<file path="src/rtl/i2s_adc_rx_pkg.sv">
// Shared audio definitions: receiver FSM states, I2S framing constants and
// the sign-extension helper used when a captured word is handed downstream.
package audio_pkg;

    typedef enum logic [1:0] {
        WAIT_FRAME,
        SKIP,
        SHIFT,
        TAIL
    } i2s_rx_state_t;

    // Number of BCLK slots between the LRCK edge and the word MSB.
    localparam int I2S_MSB_DELAY = 1;
    localparam int SAMPLE_W      = 32;

    // Replicate bit [bits-1] into every position at or above 'bits'.
    function automatic logic [SAMPLE_W-1:0] sign_extend(input logic [SAMPLE_W-1:0] w,
                                                        input int bits);
        logic [SAMPLE_W-1:0] r;
        for (int i = 0; i < SAMPLE_W; i++) begin
            r[i] = (i < bits) ? w[i] : w[bits-1];
        end
        return r;
    endfunction

endpackage

</file>
<file path="src/rtl/i2s_adc_rx_if.sv">
// Sample handshake between the I2S receiver (master) and the gain stage.
interface i2s_adc_rx_if;
    logic [31:0] sample;
    logic        READY;
    logic        GAIN_IDLE;

    modport master (output sample, output READY, input GAIN_IDLE);
    modport slave  (input sample, input READY, output GAIN_IDLE);
endinterface

</file>
<file path="src/rtl/i2s_adc_rx_sync_edge_detect.sv">
// Multi-flop synchroniser for one asynchronous pin, with registered edge
// pulses. 'level' is the delayed copy that lines up with rise/fall, so a
// consumer sees the new level in the same cycle as the edge pulse.
module sync_edge_detect #(
    parameter int STAGES = 2
) (
    input  logic clk,
    input  logic rst_n,
    input  logic d,
    output logic level,
    output logic rise,
    output logic fall
);

    logic [STAGES-1:0] sync_q;
    logic              prev_q;
    logic              rise_q;
    logic              fall_q;

    // Synchroniser chain, then one more register stage for edge detection.
    always_ff @(posedge clk or negedge rst_n) begin
        if (!rst_n) begin
            sync_q <= '0;
            prev_q <= 1'b0;
            rise_q <= 1'b0;
            fall_q <= 1'b0;
        end else begin
            sync_q <= {sync_q[STAGES-2:0], d};
            prev_q <= sync_q[STAGES-1];
            rise_q <= sync_q[STAGES-1] & ~prev_q;
            fall_q <= ~sync_q[STAGES-1] & prev_q;
        end
    end

    assign level = prev_q;
    assign rise  = rise_q;
    assign fall  = fall_q;

endmodule

</file>
<file path="src/rtl/i2s_adc_rx.sv">
// I2S ADC receiver: captures one channel's MSB-first word per frame, holds
// at most one pending word, and hands it to the gain stage when it is idle.
module i2s_adc_rx
    import audio_pkg::*;
#(
    parameter int DATA_BITS   = 24,
    parameter int CHANNEL     = 0,
    parameter int SYNC_STAGES = 2
) (
    input  logic        CLK,
    input  logic        RESET_N,
    input  logic        AUD_BCLK,
    input  logic        AUD_ADCLRCK,
    input  logic        AUD_ADCDAT,
    input  logic        CLR_OVERRUN,
    i2s_adc_rx_if.master gain,
    output logic        OVERRUN,
    output logic [15:0] frame_count
);

    localparam logic       CH_LVL   = (CHANNEL != 0);
    localparam logic [5:0] LAST_BIT = 6'(DATA_BITS);

    logic bclk_lvl, bclk_rise, bclk_fall;
    logic lrck_lvl, lrck_rise, lrck_fall;
    logic dat_lvl,  dat_rise,  dat_fall;

    sync_edge_detect #(.STAGES(SYNC_STAGES)) u_sync_bclk (
        .clk(CLK), .rst_n(RESET_N), .d(AUD_BCLK),
        .level(bclk_lvl), .rise(bclk_rise), .fall(bclk_fall));
    sync_edge_detect #(.STAGES(SYNC_STAGES)) u_sync_lrck (
        .clk(CLK), .rst_n(RESET_N), .d(AUD_ADCLRCK),
        .level(lrck_lvl), .rise(lrck_rise), .fall(lrck_fall));
    sync_edge_detect #(.STAGES(SYNC_STAGES)) u_sync_dat (
        .clk(CLK), .rst_n(RESET_N), .d(AUD_ADCDAT),
        .level(dat_lvl), .rise(dat_rise), .fall(dat_fall));

    logic unused_sync;
    assign unused_sync = ^{bclk_lvl, bclk_fall, dat_rise, dat_fall};

    logic lrck_edge;
    assign lrck_edge = lrck_rise | lrck_fall;

    i2s_rx_state_t state_q, state_d;
    logic [5:0]    cnt_q, cnt_d;
    logic [31:0]   shreg_q, shreg_d;
    logic          complete;
    logic [31:0]   word_ext;

    logic          pend_q, pend_d;
    logic [31:0]   pword_q, pword_d;
    logic [31:0]   sample_q, sample_d;
    logic          ready_q, ready_d;
    logic          ovr_q, ovr_d;
    logic [15:0]   fcnt_q, fcnt_d;
    logic          deliver;

    // Frame FSM state, bit counter and shift register.
    always_ff @(posedge CLK or negedge RESET_N) begin
        if (!RESET_N) begin
            state_q <= WAIT_FRAME;
            cnt_q   <= '0;
            shreg_q <= '0;
        end else begin
            state_q <= state_d;
            cnt_q   <= cnt_d;
            shreg_q <= shreg_d;
        end
    end

    // Next state; an LRCK edge overrides everything so a short frame is
    // dropped and the new frame boundary is still honoured this cycle.
    always_comb begin
        state_d  = state_q;
        cnt_d    = cnt_q;
        shreg_d  = shreg_q;
        complete = 1'b0;
        case (state_q)
            SKIP:  if (bclk_rise) state_d = SHIFT;
            SHIFT: if (bclk_rise) begin
                shreg_d = {shreg_q[30:0], dat_lvl};
                cnt_d   = cnt_q + 6'd1;
                if (cnt_d == LAST_BIT) begin
                    complete = 1'b1;
                    state_d  = TAIL;
                end
            end
            default: ;
        endcase
        if (lrck_edge) begin
            complete = 1'b0;
            cnt_d    = '0;
            state_d  = (lrck_lvl == CH_LVL) ? SKIP : WAIT_FRAME;
        end
    end

    assign word_ext = sign_extend(shreg_d, DATA_BITS);

    // Delivery and status registers.
    always_ff @(posedge CLK or negedge RESET_N) begin
        if (!RESET_N) begin
            pend_q   <= 1'b0;
            pword_q  <= '0;
            sample_q <= '0;
            ready_q  <= 1'b0;
            ovr_q    <= 1'b0;
            fcnt_q   <= '0;
        end else begin
            pend_q   <= pend_d;
            pword_q  <= pword_d;
            sample_q <= sample_d;
            ready_q  <= ready_d;
            ovr_q    <= ovr_d;
            fcnt_q   <= fcnt_d;
        end
    end

    // Hand the pending word over when the gain stage is idle; the ready_q
    // guard keeps READY from firing on two consecutive cycles.
    always_comb begin
        deliver  = pend_q & gain.GAIN_IDLE & ~ready_q;
        ready_d  = deliver;
        sample_d = deliver ? pword_q : sample_q;
        fcnt_d   = deliver ? fcnt_q + 16'd1 : fcnt_q;
        pend_d   = complete | (pend_q & ~deliver);
        pword_d  = complete ? word_ext : pword_q;
        ovr_d    = ovr_q;
        if (CLR_OVERRUN) ovr_d = 1'b0;
        if (complete && pend_q && !deliver) ovr_d = 1'b1;
    end

    assign gain.sample = sample_q;
    assign gain.READY  = ready_q;
    assign OVERRUN     = ovr_q;
    assign frame_count = fcnt_q;

endmodule

</file>
<file path="src/flat_wrapper.sv">
// flat-port wrapper written by rule: the top's interface ports become plain ports
module i2s_adc_rx_flat import audio_pkg::*;
#(
    parameter int DATA_BITS   = 24,
    parameter int CHANNEL     = 0,
    parameter int SYNC_STAGES = 2
)
  (CLK, RESET_N, AUD_BCLK, AUD_ADCLRCK, AUD_ADCDAT, CLR_OVERRUN, OVERRUN, frame_count, gain_sample, gain_READY, gain_GAIN_IDLE);
  i2s_adc_rx_if gain_i ();
  input  logic CLK;
  input  logic RESET_N;
  input  logic AUD_BCLK;
  input  logic AUD_ADCLRCK;
  input  logic AUD_ADCDAT;
  input  logic CLR_OVERRUN;
  output logic OVERRUN;
  output logic [15:0] frame_count;
  output wire logic [$bits(gain_i.sample)-1:0] gain_sample;
  output wire logic [$bits(gain_i.READY)-1:0] gain_READY;
  input wire logic [$bits(gain_i.GAIN_IDLE)-1:0] gain_GAIN_IDLE;
  assign gain_sample = gain_i.sample;
  assign gain_READY = gain_i.READY;
  assign gain_i.GAIN_IDLE = gain_GAIN_IDLE;
  i2s_adc_rx #(.DATA_BITS(DATA_BITS), .CHANNEL(CHANNEL), .SYNC_STAGES(SYNC_STAGES)) u_core (.CLK(CLK), .RESET_N(RESET_N), .AUD_BCLK(AUD_BCLK), .AUD_ADCLRCK(AUD_ADCLRCK), .AUD_ADCDAT(AUD_ADCDAT), .CLR_OVERRUN(CLR_OVERRUN), .gain(gain_i), .OVERRUN(OVERRUN), .frame_count(frame_count));
endmodule
</file>
<file path="config.mk">
export PLATFORM = sky130hd
export DESIGN_NAME = i2s_adc_rx_flat
export DESIGN_NICKNAME = d
export VERILOG_FILES = /design/src/rtl/i2s_adc_rx_pkg.sv /design/src/rtl/i2s_adc_rx_if.sv /design/src/rtl/i2s_adc_rx_sync_edge_detect.sv /design/src/rtl/i2s_adc_rx.sv /design/src/flat_wrapper.sv
export SDC_FILE = /design/constraint.sdc
export NUM_CORES = 1
export LEC_CHECK = 0
export ABC_AREA = 1
export BUFFER_PORTS_ARGS = -buffer_cell sky130_fd_sc_hd__buf_2
export CAP_MARGIN = 0
export CORE_MARGIN = 2
export CORE_UTILIZATION = 58
export DETAILED_ROUTE_END_ITERATION = 16
export GPL_ROUTABILITY_DRIVEN = 0
export PLACE_DENSITY = 0.81
export SLEW_MARGIN = 30
export SYNTH_ARGS = -nofsm -noshare
export SYNTH_HDL_FRONTEND = slang
export SYNTH_HIERARCHICAL = 1
export SYNTH_SLANG_ARGS = --single-unit
</file>
<file path="constraint.sdc">
create_clock -name CLK -period 1.84 [get_ports CLK]
set_input_delay 0.368 -clock CLK [delete_from_list [all_inputs] [get_ports CLK]]
set_output_delay 0.368 -clock CLK [all_outputs]
set_load 0.01 [all_outputs]
</file>
# After elaboration in Yosys (flattened, before gate mapping)
# Cells that the tools add are included.
[classes]
eq_ne = 6
n_shift = 0
bitwise_logic = 13
n_reduce_logical = 9
n_lt_le_gt_ge = 0
addsub = 2
div = 0
mul = 0
n_mux = 17
[ops]
columns = ["operator", "count"]
rows = [
  ["24-bit 2-to-1 mux", 2],
  ["6-bit 2-to-1 mux", 3],
  ["16-bit by 1-bit adder with 16-bit output (second input constant)", 1],
  ["2-bit 2-to-1 mux", 4],
  ["1-bit 2-to-1 mux", 7],
  ["6-bit by 1-bit adder with 6-bit output (second input constant)", 1],
  ["1-bit AND", 6],
  ["6-bit by 5-bit equality test with 1-bit output (second input constant)", 1],
  ["3-bit by 2-bit != test with 1-bit output (second input constant)", 2],
  ["2-bit nonzero test", 3],
  ["1-bit NOT", 5],
  ["2-bit case mux with 2 select lines", 1],
  ["4-bit AND reduction", 1],
  ["3-bit by 1-bit != test with 1-bit output (second input constant)", 1],
  ["3-bit nonzero test", 1],
  ["2-bit by 1-bit equality test with 1-bit output (second input constant)", 1],
  ["2-bit equality test (second input constant)", 1],
  ["1-bit logical AND", 2],
  ["1-bit OR", 2],
  ["2-bit AND reduction", 1],
  ["1-bit logical NOT", 1],
]
[word_totals]
mem_count = 0
reg_bits = 111
ram_bits = 0
latchBits = 0
in_bits = 7
elab_cells = 65
rom_bits = 0

# Logic depth before layout (Yosys ltp)
# Gate-level depths: netlist (run 1).
[depth]
depth_word = 9
depth_mapped = 12
ltp_nobuf = 12

# Hierarchy
# Netlist (run 1), hierarchy kept.
[modules_own_cells]
columns = ["mod", "area_each_um2", "seq_area_each_um2", "instances", "cells_per_inst"]
rows = [
  ["i2s_adc_rx", 4425.5, 2477.4, 1, 481],
  ["sync_edge_detect", 140.1, 125.1, 3, 9],
]

# Worst setup path after synthesis (run 1)
# OpenSTA, ideal clock, no wires.
[synth_path]
kind = "reg-to-reg"
from = "register u_core.cnt_q[0]"
to = "register u_core.pword_q[0]"
path_stages_with_launch = 11
path_buffers = 1
t_arrival_ns = 1.437
required_time_ns = 1.723
setup_ns = 0.117
slack_ns = 0.286
cell_sequence = "dfrtp_1 -> ha_1 -> nand2_1 -> nand2_2 -> nor2_4 -> nand2_2 -> nor2_2 -> nand3_4 -> buf_6 -> nand2_2 -> o21ai_2"
[synth_between]
elab_chain_cells = 6
[synth_rtl]
columns = ["item", "line", "source"]
rows = [
  ["start, declared", "i2s_adc_rx.sv:45", "logic [5:0] cnt_q, cnt_d;"],
  ["start signal, assigned", "i2s_adc_rx.sv:66", "cnt_q <= cnt_d;"],
  ["6-bit by 1-bit adder with 6-bit output", "i2s_adc_rx.sv:82", "cnt_d = cnt_q + 6'd1;"],
  ["6-bit by 5-bit equality test with 1-bit output", "i2s_adc_rx.sv:83", "if (cnt_d == LAST_BIT) begin"],
  ["1-bit 2-to-1 mux", "i2s_adc_rx.sv:83", ""],
  ["1-bit 2-to-1 mux", "i2s_adc_rx.sv:80", "SHIFT: if (bclk_rise) begin"],
  ["1-bit 2-to-1 mux", "i2s_adc_rx.sv:78", "case (state_q)"],
  ["1-bit 2-to-1 mux", "i2s_adc_rx.sv:90", "if (lrck_edge) begin"],
  ["end signal, assigned", "i2s_adc_rx.sv:110", "pword_q <= pword_d;"],
  ["end, declared", "i2s_adc_rx.sv:51", "logic [31:0] pword_q, pword_d;"],
]
# No other way between the ends.
# A chain may end at the register's enable or synchronous reset.

# Final worst setup path (run 1)
[layout_path]
from = "register u_core.cnt_q[0]"
to = "register u_core.pword_q[13]"
# The elaborated chain is that of the path after synthesis.

==> impl.org, run 1 <==
** Global routing
- Total global-route track usage :: 19.80%
- The number of antenna violations at the first check in global routing is 0.
- Overflow left after global routing :: 0
- Maximum number of pins on one net before global-route repair :: 39
- The number of global-route vias before repair was 3145.
- The first global-routing pass estimated 13810 µm of wire.

** Floorplanning
- Starting density of the core :: 58.67%
- Die Span X :: ~94 µm
- The floorplan has 33 rows.
- Core area :: 8093 µm²
- Die Area :: about 8900 µm²
- The floorplan step set the die height to 94.48 µm.
- Io pins :: 57

** Drt
- For this run, design rule violations remaining after detail routing come to 0.
- Total Wirelength :: approximately 8100 µm
- After the first detailed-routing iteration, the DRC count stood at 110.
- Vias after detailed routing :: between 3000 and 4000
- Dividing the detail-routed wire length by the instance count gives between 10 and 15 µm.
- First-pass iteration count of the detailed router :: 4
- In this run the remaining antenna-violating nets after routing total 0.
- Dividing the detail-routed via count by the number of cells gives roughly 4.9.

** Power
- IR analysis of the VDD net gives a maximum drop of 0.4407 mV.
- Power density over the cells :: 909.2 nW/µm²
- Switching Share :: 27.39%
- The share of total power dissipated in combinational logic is 12.9%.
- For this design the static power due to leakage is about 2.9 nW.
- The internal power of the cells totals between 0.003 and 0.004 W.
- Clk network pwr share :: 30.5%
- Summed over all nets, the switching power comes to 0.001328 W.
- The share of total power dissipated in sequential elements is roughly 57%.

** Clock network
- Clock transition at path regs :: 0.09 ns
- Root buffer selected by CTS :: sky130_fd_sc_hd__clkbuf_8
- The clock net in this run drives a total of about 110 sinks.
- H-tree depth :: 3
- Worst-Skew Late Latency :: 0.36 ns
- Cts bufs inserted :: 9
- The longest clock path from root to sink contains 2 buffers.
- TritonCTS built the clock tree.

** STA
- For the finished layout, the period the worst path requires is 1.651 ns.
- Worst rel slew slack :: between 60% and 70%
- Dividing the final minimum period by the clock period gives 89.71%.
- For the pin with the worst max-slew slack, the measured transition is between 0.5 and 0.6 ns.
- Setup repair after global routing missed its margin :: false
- Derived from the worst setup path, the maximum achievable clock frequency is 605.8 MHz.
- Summed negative setup slack over all endpoints :: 0 ns
- Setup slack on the critical path of the routed design comes to 0.1893 ns.
- The number of max-slew violations in the final report was 0.
- Final count of negative-setup-slack endpoints :: 0
- The number of hold-slack violations in the final timing report was 0.
- Between clock sinks in the finished design, the worst skew comes to 0.01466 ns.

** Worst setup path
- Data required time at the worst endpoint :: 2.09 ns
- Max stage delay cell, worst path :: sky130_fd_sc_hd__dfrtp_1
- The number of buffers and inverters on the critical path is 1.
- Worst setup EP type :: flop
- Start-to-end type of the worst setup path :: reg2reg
- Kind of start point of the critical path :: flop
- Along the worst path, the maximum fanout reaches 20.
- CP peak stage delay :: 0.39 ns
- The signal on the critical path passes through ha_1, nand3_1, nand2_1, nand2_2, nand2_2, nor2_2, nand3_4, buf_4, nand2_2, o21ai_2.
- Data arrival time of the worst path :: 1.90 ns
- Crit path max-delay family :: simple AND/OR/NAND/NOR gates
- Counting stages on the worst path, the most repeated cell is sky130_fd_sc_hd__nand2_2.

** Cells and area
- Commonest cells after routing, fill and taps aside :: 185 x sky130_fd_sc_hd__nand2_1, 111 x sky130_fd_sc_hd__dfrtp_1, 55 x sky130_fd_sc_hd__buf_2
- Of the cells placed in the final design, the portion with a size suffix greater than 1 is 26.38%.
- The area growth from synthesis to layout is 12.33%.
- The repair_antennas step left the layout with diodes totalling 0.
- For this run, the post-layout net count is 566.
- Leaving out fill and tap cells, the most frequent cell in the layout is sky130_fd_sc_hd__nand2_1.
- At the end of the flow the core is filled with cells to roughly two thirds.
- Number of filler instances in the final layout :: roughly 630

** Logic synthesis
- When the netlist entered floorplanning its net count stood at between 500 and 600.
- The cell area that synthesis handed to floorplanning was 4748 µm².
- The cell count after synthesis came out at between 400 and 500.
- Syn Area/Cell :: ~9.5 µm²
- Synth warn :: 6

** Placement
- The wire-length estimate of the detail-placed layout is 5691 µm.
- Post-placement worst setup slack :: 0.06712 ns
- Buffers placed on the I/O ports in this run total 56.

** Run status
- The flow ran to the end, and the final reports show no timing, DRC or antenna violations.

** Hold path
- Min-Delay Path Class :: in2reg

** Flow run
- Count of max-cap constraint violations :: 0
## final timing paths
check,from,cells after the start,slack (ns),to
worst max register to register,u_core/cnt_q[0]$_DFFE_PN0P_,10,0.19,u_core/pword_q[13]$_DFFE_PN0P_
max in group asynchronous,RESET_N,3,0.75,u_core/state_q[0]$_DFFE_PN0P_
worst min register to register,u_core/u_sync_dat/sync_q[0]$_DFF_PN0_,0,0.35,u_core/u_sync_dat/sync_q[1]$_DFF_PN0_
min in group asynchronous,RESET_N,2,0.52,u_core/cnt_q[3]$_DFFE_PN0P_
worst min-delay path,AUD_BCLK,1,0.10,u_core/u_sync_bclk/sync_q[0]$_DFF_PN0_
worst max-delay path,u_core/cnt_q[0]$_DFFE_PN0P_,10,0.19,u_core/pword_q[13]$_DFFE_PN0P_
## state kept, by name, summed over array words and instances, names as in the netlist
register,count
u_core/OVERRUN,1
u_core/cnt_q,6
u_core/frame_count,16
u_core/gain.READY,1
u_core/gain.sample,24
u_core/pend_q,1
u_core/pword_q,24
u_core/shreg_q,24
u_core/state_q,2
u_core/u_sync_bclk/level,1
u_core/u_sync_bclk/rise,1
u_core/u_sync_bclk/sync_q,2
u_core/u_sync_dat/level,1
u_core/u_sync_dat/sync_q,2
u_core/u_sync_lrck/fall,1
u_core/u_sync_lrck/level,1
u_core/u_sync_lrck/rise,1
u_core/u_sync_lrck/sync_q,2
## through the flow
stage                     area [µm²]  cells  hold WS, ns  total power [W]
after floorplan                 4748    499      0.07241         0.003160
after global placement          5106    648       0.3329         0.003373
after detailed placement        5106    648       0.3347         0.003417
after CTS                       5323    665      0.08724         0.004903
after global routing            5334    666      0.07393         0.005124
final                           5334    666       0.1048         0.004850
## power by group through the flow
stage	Sequential [W]	Combinational [W]	Clock, W
finish	0.00275	0.000626	0.00148
floorplan	0.00280	0.000358	0
global placement	0.00278	0.000593	0
detailed placement	0.00279	0.000624	0
global route	0.00277	0.000717	0.00163
CTS	0.00275	0.000631	0.00153
## timing repair
action | 4_1_cts | 5_1_grt
setup endpoints to repair | 0 | 24
gates resized for setup | 0 | 1
hold buffers | 1 | 0
hold endpoints to repair | 35 | 0
setup buffers | 0 | 1
## layout make-up
class	count	area (µm²)	area share, %
Tap cell	105	131.4	2.463
Timing Repair Buffer	69	411.6	7.718
Sequential cell	111	2778	52.08
Clock inverter	4	51.30	0.9618
Multi-Input combinational cell	311	1604	30.07
Clock buffer	12	155.1	2.909
Inverter	54	202.7	3.800
## per-layer routing
layer | GRT usage [%] | wire length (µm)
met1 | 24.62 | 3685
met2 | 33.99 | 3848
met5 | 0 | 0
met4 | 7.488 | 172
met3 | 4.389 | 350
Power figures use the tool's default switching activity.
==> run 2, diff against run 1 <==
- ABC_AREA: 1 -> unset
- CAP_MARGIN: 0 -> 5
- CORE_UTILIZATION: 58 -> 57
- PLACE_DENSITY: 0.81 -> 0.84
==> run 2 against run 1 <==
Largest power group unchanged. Critical path depth fell by 4. Clock skew fell by 0.0031 ns. Count of clock-buffer cells in the layout did not move. Clock power fell by 10%. Sequential share of layout area rose by 2.9 points. Non-clock buffer count rose by 2. Combinational power fell by 76%. Final cell count fell by 16%. Critical path type unchanged. Design area fell by 5.3%. Global-route usage fell by 0.42 points. Critical endpoint is now u_core/pword_q[8]$_DFFE_PN0P_. Largest cell class unchanged.
==> impl.org, run 2 <==
** Clock network
- The total clock buffers created by CTS is 9 (unchanged).
- The TritonCTS sink count is 111 (unchanged).
- The clock edge transition at the registers on the reported setup and hold paths is 0.09 ns (about the same).
- H-tree depth :: 3 (unchanged)
- TritonCTS built the clock tree.
- CTS placed an instance of sky130_fd_sc_hd__clkbuf_8 at the clock tree root.
- Worst-Skew Late Latency :: 0.37 ns (about the same)
- Clock Tree Buf Depth :: 2 (unchanged)

** STA
- The number of max-slew violations in the final report is 0 (unchanged).
- The setup TNS came to 0 ns (unchanged).
- The shortest period the worst path allows was 1.818 ns (+0.1669 ns).
- Maximum clock skew at final layout :: 0.01156 ns (-0.003096 ns)
- Period utilisation layout :: 98.79% (+9.1 points)
- The final setup slack of the worst path came to 0.02235 ns (-0.1669 ns).
- The final count of negative-setup-slack endpoints was 0 (unchanged).
- The maximum clock frequency came to 550.2 MHz (-9.2%).
- The headroom to the max-slew limit was 73.57% (+7.7 points).
- Final hold vios :: 0 (unchanged)
- The slew at the pin with the worst max-slew slack came to 0.3949 ns (-0.1165 ns).

** Global routing
- The sum of overflow across all layers after global routing came to 0 (unchanged).
- Wire length of the first global-routing pass :: 12940 µm (-6.3%)
- The maximum number of pins on one net before global-route repair was 48 (+23%).
- The number of antenna violations at the first check in global routing is 0 (unchanged).
- The total track usage came to 19.38% (-0.42 points).
- The number of global-route vias before repair is 2734 (-13%).

** Cells and area
- The number of fillers in the final layout came to 566 (-11%).
- In the layout the commonest cells are 157 x sky130_fd_sc_hd__nand2_1, 111 x sky130_fd_sc_hd__dfrtp_1, 55 x sky130_fd_sc_hd__buf_2.
- Relative to the synthesized area, the layout overhead comes to 14.16%.
- Share of layout cells above drive strength 1 :: 24.84% (-1.5 points)
- Fin nets :: 464 (-18%)
- The library cell used most frequently in the layout, excluding fill and tap cells, is sky130_fd_sc_hd__nand2_1.
- Sequential cell area :: 2778 µm² (unchanged)
- The post-route non-filler standard cell count is 561 (-16%).
- The area used by multi-input combinational logic was 1468 µm² (-8.5%).
- The number of antenna repair diodes is 0 (unchanged).

** Hold path
- Destination of the worst hold path :: u_core/u_sync_bclk/sync_q[0]$_DFF_PN0_
- The cell depth of the worst hold path came to 1 (unchanged).
- Hold path startpoint :: AUD_BCLK
- The path class of the tightest hold or removal check is in2reg.

** Logic synthesis
- The summed instance area of the synthesized netlist is 4425 µm² (-6.8%).
- The count of yosys warnings during synthesis was 6 (unchanged).
- The synthesized area divided by synthesized cell count came to 11.23 µm² (+18%).
- The number of nets in the synthesized netlist came to 404 (-21%).
- The number of instances in the synthesized netlist was 394 (-21%).

** Worst setup path
- On the critical path, the stage with the largest delay is an instance of sky130_fd_sc_hd__dfrtp_1.
- The worst-case register-to-register setup slack came to 0.02 ns (-0.17 ns).
- The highest cell delay on the worst timing path came to 0.42 ns (+0.03 ns).
- Worst reg2reg path endpoint :: u_core/pword_q[8]$_DFFE_PN0P_
- Path depth of the worst reg2reg path :: 6 (-4)
- Critical R2R Launch :: u_core/cnt_q[1]$_DFFE_PN0P_
- Cells traversed along the worst timing path :: buf_4, nand3_1, xnor2_1, and3_4, buf_12, mux2_2
- By startpoint and endpoint, the worst setup path is classified as reg2reg.
- The critical path required time is 2.09 ns (about the same).
- Top fanout value on the critical path :: 9 (-55%)
- Kind of start point of the critical path :: flop
- Data arrival time of the worst path :: 2.07 ns (+0.17 ns)
- Worst setup EP type :: flop

** Placement
- Post-placement worst setup slack :: -0.003060 ns (-0.07018 ns)
- The post-placement cell count is 542 (-16%).
- The post-DP HPWL is 5148 µm (-9.5%).
- Port Buf Inserts :: 56 (unchanged)

** Floorplanning
- Starting density of the core :: 58.17% (-0.50 points)
- Core area :: 7607 µm² (-6.0%)
- Die Area :: 8485 µm² (-4.9%)
- The number of cell rows was 32 (-3.0%).
- The floorplan die height came to 92.12 µm (-2.5%).
- The horizontal extent of the die is 92.12 µm (-2.5%).
- The number of primary I/O pins is 57 (unchanged).

** Drt
- The via total after detailed routing is 2846 (-12%).
- The number of vias per cell after detailed routing was 5.073 (+4.0%).
- The count of routing violations after the opening detailed-route iteration came to 213 (+94%).
- The post-detailed-route DRC marker count is 0 (unchanged).
- The remaining antenna violation count after routing came to 0 (unchanged).
- The aggregate routed wire length is 7947 µm (-1.4%).
- The wire length per cell after detailed routing came to 14.17 µm (+17%).
- First-pass iteration count of the detailed router :: 7 (+3)

** Power
- The maximum ir drop on the vdd rail came to 0.5613 mV (+27%).
- Power density over the cells :: 790.6 nW/µm² (-13%)
- Sum of internal, switching and leakage power :: 0.003994 W (-18%)
- The leakage power summed over all cells is 2.768 nW (-3.2%).

** Flow run
- The number of violations of the max-capacitance limit came to 0 (unchanged).

** Run status
- Run status :: finished clean
-- run 2: worst max-delay path by stage --
stage | start | to | slack [ns] | depth (start not counted)
2_1_floorplan | u_core/u_sync_lrck/fall$_DFF_PN0_ | u_core/pword_q[13]$_DFFE_PN0P_ | 0.06 | 7
3_3_place_gp | u_core/u_sync_lrck/fall$_DFF_PN0_ | u_core/pword_q[11]$_DFFE_PN0P_ | 0.06 | 5
3_5_place_dp | u_core/u_sync_lrck/fall$_DFF_PN0_ | u_core/pword_q[8]$_DFFE_PN0P_ | -0.003 | 5
4_1_cts | u_core/u_sync_lrck/fall$_DFF_PN0_ | u_core/pword_q[8]$_DFFE_PN0P_ | 0.02 | 5
5_1_grt | u_core/cnt_q[0]$_DFFE_PN0P_ | u_core/pword_q[8]$_DFFE_PN0P_ | -0.04 | 6
6_report | u_core/cnt_q[1]$_DFFE_PN0P_ | u_core/pword_q[8]$_DFFE_PN0P_ | 0.02 | 6
-- run 2: repair_timing --
action                                  CTS  global route
gates resized for setup                   1             3
pin swaps                                 0             1
gates cloned                              0             1
endpoints found under the hold margin    21             0
endpoints found under the setup margin    6            19
setup buffers                             0             1
hold buffers                              1             0
-- run 2: layout make-up --
class / count / area share, %
well taps: 102 / 2.526
clock buffers: 12 / 3.071
flip-flops and latches: 111 / 54.98
inverters: 7 / 0.5201
clock inverters: 4 / 0.5696
multi-input cells: 254 / 29.05
repair buffers: 71 / 9.287
-- run 2: critical path: cells and delay by family, from the launching register on --
family,cells,cell delay [ns]
AND/OR/NAND/NOR,2,0.43
multiplexers,1,0.34
flip-flops,1,0.42
buffers and inverters,2,0.29
XOR/XNOR,1,0.23
-- run 2: metrics by stage --
stage | hold slack (ns) | area, µm² | util [%]
after detailed placement | 0.2852 | 4815 | 63.29
final | 0.1072 | 5052 | 66.41
after floorplan | 0.07241 | 4425 | -
after global routing | 0.09846 | 5052 | 66.41
after global placement | 0.2842 | 4815 | 63.29
after CTS | 0.1033 | 5010 | 65.86
-- run 2: report_power, final --
group          switching (W)  internal, W  leakage [nW]
Combinational      0.0000973    0.0000552          1.16
Sequential         0.0000317      0.00248          1.52
Clock               0.000763     0.000570        0.0890
-- run 2: layer usage --
layer	vias up	track usage (%)	share of wire, %
met5	-	0	0
met4	0	7.836	1.2
met2	71	30.45	49
met1	1398	27.33	45
met3	9	3.122	4.1
li1	1368	-	-
